File: config.mk
export PLATFORM = sky130hd
export DESIGN_NAME = sdram_init_seq_flat
export DESIGN_NICKNAME = d
export VERILOG_FILES = /design/src/rtl/sdram_init_seq_if.sv /design/src/rtl/sdram_init_seq.sv /design/src/flat_wrapper.sv
export SDC_FILE = /design/constraint.sdc
export NUM_CORES = 1
export LEC_CHECK = 0
export CELL_PAD_IN_SITES_DETAIL_PLACEMENT = 2
export CELL_PAD_IN_SITES_GLOBAL_PLACEMENT = 2
export CORE_ASPECT_RATIO = 0.7
export CORE_UTILIZATION = 30
export CTS_CLUSTER_SIZE = 28
export DETAILED_ROUTE_END_ITERATION = 8
export PLACE_DENSITY_LB_ADDON = 0.1
export SKIP_LAST_GASP = 1
export SLEW_MARGIN = 10
export SYNTH_ARGS = -nofsm -noshare
export SYNTH_HDL_FRONTEND = slang
export SYNTH_SLANG_ARGS = --single-unit
File: constraint.sdc
create_clock -name sdram_clk -period 1.9 [get_ports sdram_clk]
set_clock_uncertainty 0.05 [all_clocks]
set_input_delay 0.38 -clock sdram_clk [delete_from_list [all_inputs] [get_ports sdram_clk]]
set_output_delay 0.38 -clock sdram_clk [all_outputs]
set_load 0.01 [all_outputs]
File: src/rtl/sdram_init_seq_if.sv
// Command/handshake bundle between the SDRAM init sequencer and its neighbours.
// master: sequencer side (drives pad commands and done_o, samples init_req_i).
// slave : controller/requester side (drives init_req_i, observes the rest).
interface sdram_init_seq_if #(
    parameter int unsigned BA_WIDTH = 2
);
    logic                init_req_i;
    logic                cke_o;
    logic                cs_n_o;
    logic                ras_n_o;
    logic                cas_n_o;
    logic                we_n_o;
    logic [BA_WIDTH-1:0] ba_o;
    logic [12:0]         a_o;
    logic                done_o;

    modport master (
        input  init_req_i,
        output cke_o, cs_n_o, ras_n_o, cas_n_o, we_n_o, ba_o, a_o, done_o
    );

    modport slave (
        output init_req_i,
        input  cke_o, cs_n_o, ras_n_o, cas_n_o, we_n_o, ba_o, a_o, done_o
    );
endinterface

File: src/rtl/sdram_init_seq.sv
// SDRAM power-up / re-init command sequencer.
// Sequence: powerup wait -> PRECHARGE ALL -> REF_COUNT x AUTO REFRESH -> LOAD MODE
// REGISTER -> done. A init_req_i pulse while done re-runs it from PRECHARGE.
// Ports: sdram_clk (sole clock), sdram_rst_n (async active-low reset),
//        bus (master modport): init_req_i in; cke_o, cs_n_o, ras_n_o, cas_n_o,
//        we_n_o, ba_o, a_o, done_o out (all registered).
module sdram_init_seq #(
    parameter int unsigned CLK_FREQ_MHZ  = 100,
    parameter int unsigned POWERUP_DELAY = 200,
    parameter int unsigned BURST_LENGTH  = 8,
    parameter int unsigned BA_WIDTH      = 2,
    parameter int unsigned tCAC          = 2,
    parameter int unsigned tRP           = 2,
    parameter int unsigned tRC           = 7,
    parameter int unsigned tMRD          = 2,
    parameter int unsigned REF_COUNT     = 2
) (
    input  logic             sdram_clk,
    input  logic             sdram_rst_n,
    sdram_init_seq_if.master bus
);
    localparam int unsigned PWR_CYC  = CLK_FREQ_MHZ * POWERUP_DELAY;
    localparam int unsigned MAX_RPRC = (tRP > tRC) ? tRP : tRC;
    localparam int unsigned MAX_T    = (MAX_RPRC > tMRD) ? MAX_RPRC : tMRD;
    localparam int unsigned MAX_CYC  = (PWR_CYC > MAX_T) ? PWR_CYC : MAX_T;
    localparam int unsigned CNT_W    = $clog2(MAX_CYC + 1);
    localparam int unsigned REF_W    = $clog2(REF_COUNT + 1);

    // Wait states are entered one cycle after their command with the counter
    // cleared, so the last wait cycle holds count t-2.
    localparam int unsigned PWR_LAST = PWR_CYC - 1;
    localparam int unsigned RP_LAST  = (tRP  > 1) ? tRP  - 2 : 0;
    localparam int unsigned RC_LAST  = (tRC  > 1) ? tRC  - 2 : 0;
    localparam int unsigned MRD_LAST = (tMRD > 1) ? tMRD - 2 : 0;

    localparam logic [2:0] BL_CODE = (BURST_LENGTH == 1) ? 3'd0 :
                                     (BURST_LENGTH == 2) ? 3'd1 :
                                     (BURST_LENGTH == 4) ? 3'd2 :
                                     (BURST_LENGTH == 8) ? 3'd3 : 3'd7;
    localparam logic [12:0] MODE_REG = {6'd0, 3'(tCAC), 1'b0, BL_CODE};
    localparam logic [12:0] PRE_ADDR = 13'h0400;   // a[10]=1: all banks

    // {cs_n, ras_n, cas_n, we_n}
    localparam logic [3:0] CMD_NOP = 4'b0111;
    localparam logic [3:0] CMD_PRE = 4'b0010;
    localparam logic [3:0] CMD_REF = 4'b0001;
    localparam logic [3:0] CMD_LMR = 4'b0000;
    localparam logic [3:0] CMD_DES = 4'b1111;

    if (!(BURST_LENGTH == 0 || BURST_LENGTH == 1 || BURST_LENGTH == 2 ||
          BURST_LENGTH == 4 || BURST_LENGTH == 8)) begin : g_bad_bl
        $error("sdram_init_seq: unsupported BURST_LENGTH %0d", BURST_LENGTH);
    end
    if (!(tCAC == 2 || tCAC == 3)) begin : g_bad_cl
        $error("sdram_init_seq: unsupported tCAC %0d", tCAC);
    end

    typedef enum logic [2:0] {
        ST_WAIT_PWR,
        ST_PRE,
        ST_WAIT_RP,
        ST_REF,
        ST_WAIT_RC,
        ST_LMR,
        ST_WAIT_MRD,
        ST_DONE
    } state_t;

    state_t              state_q, state_d;
    logic [CNT_W-1:0]    cnt_q, cnt_d;
    logic [REF_W-1:0]    refs_q, refs_d;
    logic                cke_q, cke_d;
    logic [3:0]          cmd_q, cmd_d;
    logic [BA_WIDTH-1:0] ba_q, ba_d;
    logic [12:0]         a_q, a_d;
    logic                done_q, done_d;
    logic                more_refs;

    assign more_refs = (refs_q < REF_W'(REF_COUNT));

    // Next state, shared wait counter, refresh tally and next registered outputs.
    always_comb begin
        state_d = state_q;
        cnt_d   = cnt_q + CNT_W'(1);
        refs_d  = refs_q;
        unique case (state_q)
            ST_WAIT_PWR: if (cnt_q == CNT_W'(PWR_LAST)) state_d = ST_PRE;
            ST_PRE:      state_d = (tRP == 1) ? ST_REF : ST_WAIT_RP;
            ST_WAIT_RP:  if (cnt_q == CNT_W'(RP_LAST)) state_d = ST_REF;
            ST_REF: begin
                if (tRC == 1) state_d = more_refs ? ST_REF : ST_LMR;
                else          state_d = ST_WAIT_RC;
            end
            ST_WAIT_RC:  if (cnt_q == CNT_W'(RC_LAST)) state_d = more_refs ? ST_REF : ST_LMR;
            ST_LMR:      state_d = (tMRD == 1) ? ST_DONE : ST_WAIT_MRD;
            ST_WAIT_MRD: if (cnt_q == CNT_W'(MRD_LAST)) state_d = ST_DONE;
            ST_DONE: begin
                cnt_d = '0;
                if (bus.init_req_i) state_d = ST_PRE;
            end
            default:     state_d = ST_WAIT_PWR;
        endcase

        // REF->REF (tRC=1) is a fresh entry even though the state is unchanged.
        if (state_d != state_q || state_d == ST_REF) cnt_d = '0;
        if (state_d == ST_PRE) refs_d = '0;
        if (state_d == ST_REF) refs_d = refs_q + REF_W'(1);

        cke_d  = 1'b1;
        cmd_d  = CMD_NOP;
        ba_d   = '0;
        a_d    = '0;
        done_d = (state_d == ST_DONE);
        unique case (state_d)
            ST_PRE: begin cmd_d = CMD_PRE; a_d = PRE_ADDR; end
            ST_REF:       cmd_d = CMD_REF;
            ST_LMR: begin cmd_d = CMD_LMR; a_d = MODE_REG; end
            default:      cmd_d = CMD_NOP;
        endcase
    end

    // State and output registers.
    always_ff @(posedge sdram_clk or negedge sdram_rst_n) begin
        if (!sdram_rst_n) begin
            state_q <= ST_WAIT_PWR;
            cnt_q   <= '0;
            refs_q  <= '0;
            cke_q   <= 1'b0;
            cmd_q   <= CMD_DES;
            ba_q    <= '0;
            a_q     <= '0;
            done_q  <= 1'b0;
        end else begin
            state_q <= state_d;
            cnt_q   <= cnt_d;
            refs_q  <= refs_d;
            cke_q   <= cke_d;
            cmd_q   <= cmd_d;
            ba_q    <= ba_d;
            a_q     <= a_d;
            done_q  <= done_d;
        end
    end

    assign bus.cke_o   = cke_q;
    assign bus.cs_n_o  = cmd_q[3];
    assign bus.ras_n_o = cmd_q[2];
    assign bus.cas_n_o = cmd_q[1];
    assign bus.we_n_o  = cmd_q[0];
    assign bus.ba_o    = ba_q;
    assign bus.a_o     = a_q;
    assign bus.done_o  = done_q;
endmodule

File: src/flat_wrapper.sv
// flat-port wrapper written by rule: the top's interface ports become plain ports
module sdram_init_seq_flat 
#(
    parameter int unsigned CLK_FREQ_MHZ  = 100,
    parameter int unsigned POWERUP_DELAY = 200,
    parameter int unsigned BURST_LENGTH  = 8,
    parameter int unsigned BA_WIDTH      = 2,
    parameter int unsigned tCAC          = 2,
    parameter int unsigned tRP           = 2,
    parameter int unsigned tRC           = 7,
    parameter int unsigned tMRD          = 2,
    parameter int unsigned REF_COUNT     = 2
)
  (sdram_clk, sdram_rst_n, bus_init_req_i, bus_cke_o, bus_cs_n_o, bus_ras_n_o, bus_cas_n_o, bus_we_n_o, bus_ba_o, bus_a_o, bus_done_o);
  sdram_init_seq_if #(.BA_WIDTH(BA_WIDTH)) bus_i ();
  input  logic sdram_clk;
  input  logic sdram_rst_n;
  input wire logic [$bits(bus_i.init_req_i)-1:0] bus_init_req_i;
  output wire logic [$bits(bus_i.cke_o)-1:0] bus_cke_o;
  output wire logic [$bits(bus_i.cs_n_o)-1:0] bus_cs_n_o;
  output wire logic [$bits(bus_i.ras_n_o)-1:0] bus_ras_n_o;
  output wire logic [$bits(bus_i.cas_n_o)-1:0] bus_cas_n_o;
  output wire logic [$bits(bus_i.we_n_o)-1:0] bus_we_n_o;
  output wire logic [$bits(bus_i.ba_o)-1:0] bus_ba_o;
  output wire logic [$bits(bus_i.a_o)-1:0] bus_a_o;
  output wire logic [$bits(bus_i.done_o)-1:0] bus_done_o;
  assign bus_i.init_req_i = bus_init_req_i;
  assign bus_cke_o = bus_i.cke_o;
  assign bus_cs_n_o = bus_i.cs_n_o;
  assign bus_ras_n_o = bus_i.ras_n_o;
  assign bus_cas_n_o = bus_i.cas_n_o;
  assign bus_we_n_o = bus_i.we_n_o;
  assign bus_ba_o = bus_i.ba_o;
  assign bus_a_o = bus_i.a_o;
  assign bus_done_o = bus_i.done_o;
  sdram_init_seq #(.CLK_FREQ_MHZ(CLK_FREQ_MHZ), .POWERUP_DELAY(POWERUP_DELAY), .BURST_LENGTH(BURST_LENGTH), .BA_WIDTH(BA_WIDTH), .tCAC(tCAC), .tRP(tRP), .tRC(tRC), .tMRD(tMRD), .REF_COUNT(REF_COUNT)) u_core (.sdram_clk(sdram_clk), .sdram_rst_n(sdram_rst_n), .bus(bus_i));
endmodule
==> results by group <==
Critical path
  – Family with the most delay on the worst path: simple AND/OR/NAND/NOR gates
  – CP Buf/Inv Count: 1
  – Worst flop-to-flop path startpoint: u_core.cnt_q[14]
  – Worst setup SP type: flip-flop
  – Worst-path fanout max: 5
  – CP required: just over 2000 ps
  – CP endpoint kind: flip-flop
  – Crit path kind: flip-flop to flip-flop
  – Critical path, cell by cell: nor4_4, nand4_4, buf_4, nor3_2, o21ai_0, a32oi_1
  – Largest stage delay, worst path: 450 ps
  – Critical path arrival: about 2000 ps
  – CP max stage cell: dfrtp_2
  – Crit path from: u_core.cnt_q[14]

Timing
  – Tmin final: 1880 ps
  – Unrepaired setup endpoints after global routing: true
  – Peak Freq: between 0.5 and 0.6 GHz
  – Worst-Margin Slew: just under 500 ps
  – Final period utilization: 99.2%
  – Max-slew headroom: roughly two thirds
  – Hold_ws: ~440 ps
  – Slew Viols, Final: 0
  – Final hold vios: 0
  – Setup Total Neg Slack: 0 ps
  – Count of final setup violators: 0

Final layout
  – Share of cells above drive strength 1: 23.6%
  – Area grow syn2layout: 22.2%
  – Final Core Density: 38.7%
  – Fin nets: between 150 and 200
  – # fillers: around 530
  – Antenna Cells: 0

Yosys
  – Cells after Synth: 150
  – Synth Cell Area: 1540 um^2
  – Post-synth cell types: 42
  – Top post-synthesis cells by area: dfrtp_1, buf_4, dfstp_2
  – Sequential fraction of the synthesis area: approximately 46%
  – Post-synth top area cell: dfrtp_1
  – Share of the synthesized area in the top cell type: 39.1%
  – Synth Warn #: 0
  – Syn_area_per_cell: just over 10 um^2
  – Post-synthesis sequential element count: 28

Clocking
  – Sink Count: 28
  – H-tree depth: 1
  – CTS tree: built
  – Clock transition at the registers of the reported paths: 100 ps
  – Root Buffer: clkbuf_8
  – Clk_lat worst skew: around 280 ps
  – Hold-fix buffers, CTS: 0
  – Inserted Clock Buffers: 3
  – CTS max path bufs: 2

Power
  – Clk pwr share: between 10% and 20%
  – Int Power: roughly 1400 uW
  – Sequential share of power: 35.0%
  – Peak supply drop: 522 uV
  – Total power: 2290 uW
  – Comb pwr share: between 40% and 50%
  – Sw frac: a little under two fifths
  – Pleak: ~0.00082 uW
  – Pwr/cell area: 1220 nW/um^2
  – Sw power: about 860 uW

Worst hold path
  – Worst hold path class: input pin to asynchronous set/reset pin

Placement
  – HPWL after DPL: between 2000 and 3000 um
  – Final Wtd Congestion: a little under 0.8
  – I/O Buffers: 12

Route
  – Drc violations: 0
  – Via count: ~1100
  – Routed wire per std cell: 14.7 um
  – Drt initial violations: 40
  – DR vias/cell: 4.47
  – Detailed Routing Iterations Pass 1: 4
  – Drt total wl: approximately 3600 um
  – Antenna-violating nets left: 0

Global route
  – Congestion Overflow GR: 0
  – Vias in the first global route: 1169
  – Overall Global Routing Usage: roughly 15%
  – First-pass GRT wire length: 5780 um
  – Largest net degree at the start of global routing: 29
  – Initial antenna violation count: 0

Floorplanning
  – Top-level I/O count: 24
  – Die height: around 62 um
  – # rows: 21
  – Starting density of the core: 31.6%
  – Die Footprint: roughly 5400 um^2
  – Core Region: 4860 um^2
  – Die X: between 80 and 90 um

Run
  – MaxCap Viol Count: 0

Status
  – Status: finished clean
[cells in the mapped netlist (all sizes together)]
master	instances
nor2	25
dfrtp	24
buf	17
nand2	8
xnor2	8
inv	7
nand4	5
xor2	5
a21oi	4
and3	4
dfstp	4
nand3	4
and2	3
ha	3
nor3	3
o21ai	3
conb	2
nand2b	2
nor4	2
o31ai	2
a21bo	1
a21o	1
a31oi	1
a32oi	1
nand3b	1
nor3b	1
o211ai	1
o21a	1
o21bai	1
o22ai	1
o32ai	1
or2	1
or3	1
or4	1
or4b	1
[layout make-up]
type                            instances  area (um^2)  area share, %
Multi-Input combinational cell        109          737           39.2
Sequential cell                        28          707           37.6
Timing Repair Buffer                   30          268           14.2
Tap cell                               69         86.3           4.59
Clock buffer                            4         55.1           2.93
Inverter                                7         26.3           1.40
[metrics by stage]
| stage | cells | area, um^2 | setup WS (ps) |
|---|---|---|---|
| 2_1_floorplan | 161 | 1580 | 141 |
| 3_3_place_gp | 239 | 1770 | 59.5 |
| 3_5_place_dp | 239 | 1770 | -24.7 |
| 4_1_cts | 244 | 1840 | 3.55 |
| 5_1_grt | 247 | 1880 | -135 |
| 6_report | 247 | 1880 | 16.1 |
[metal layers]
metal / routed length [um] / vias to the layer above / track usage [%]
li1: - / 530 / -
met2: 1690 / 30 / 24.8
met3: 166 / 2 / 3.96
met1: 1740 / 543 / 19.0
met4: 21 / 0 / 3.04
met5: 0 / - / 0
[registers in the layout, summed over array words and instances, names as in the netlist]
| register | flops |
|---|---|
| u_core.bus.a_o | 2 |
| u_core.bus.cke_o | 1 |
| u_core.bus.done_o | 1 |
| u_core.cmd_q | 4 |
| u_core.cnt_q | 15 |
| u_core.refs_q | 2 |
| u_core.state_q | 3 |
[worst paths after layout]
kind	slack, ps	endpoint	depth (start not counted)
worst max-delay path	20	u_core.refs_q[1]	6
worst min register to register	520	u_core.refs_q[0]	1
max in group asynchronous	1060	u_core.cmd_q[0]	2
worst min-delay path	440	u_core.bus.a_o[5]	2
worst max register to register	20	u_core.refs_q[1]	6
min in group sdram_clk	520	u_core.refs_q[0]	1
[power by group through the flow]
stage	clock network, uW	logic [uW]	registers (uW)
3_3_place_gp	0	1000	806
5_1_grt	412	1250	817
6_report	373	1110	801
3_5_place_dp	0	1040	814
4_1_cts	392	1060	803
2_1_floorplan	0	685	823
[layout by cell type (no fill, tap or decap), types with 2 or more instances in the layout]
cell type,count
a21oi_1,3
and2_1,2
and3_1,4
buf_4,17
clkbuf_8,4
clkdlybuf4s50_1,12
conb_1,13
dfrtp_1,23
dfstp_2,4
ha_1,3
inv_1,7
nand2_1,8
nand2b_1,2
nand3_1,4
nand4_1,4
nor2_1,24
nor3_1,2
nor4_4,2
o21ai_0,2
xnor2_1,8
xor2_1,5
[logic make-up after synthesis]
kind of cell             count (synthesis)  synth area share [%]
buffers and inverters                   24                  10.3
flip-flops                              28                  45.9
adder cells (fa/ha/maj)                  3                  2.44
AO/OA/AOI/OAI                           18                  9.85
AND/OR/NAND/NOR                         62                  23.6
XOR/XNOR                                13                  7.40
other                                    2                 0.488
[repair_timing]
| item | in CTS | in global routing |
|---|---|---|
| buffers inserted | 1 | 3 |
| gates resized for setup | 1 | 5 |
| setup endpoints to repair | 1 | 9 |
| pin swaps | 1 | 3 |
(Power assumes the default switching activity.)
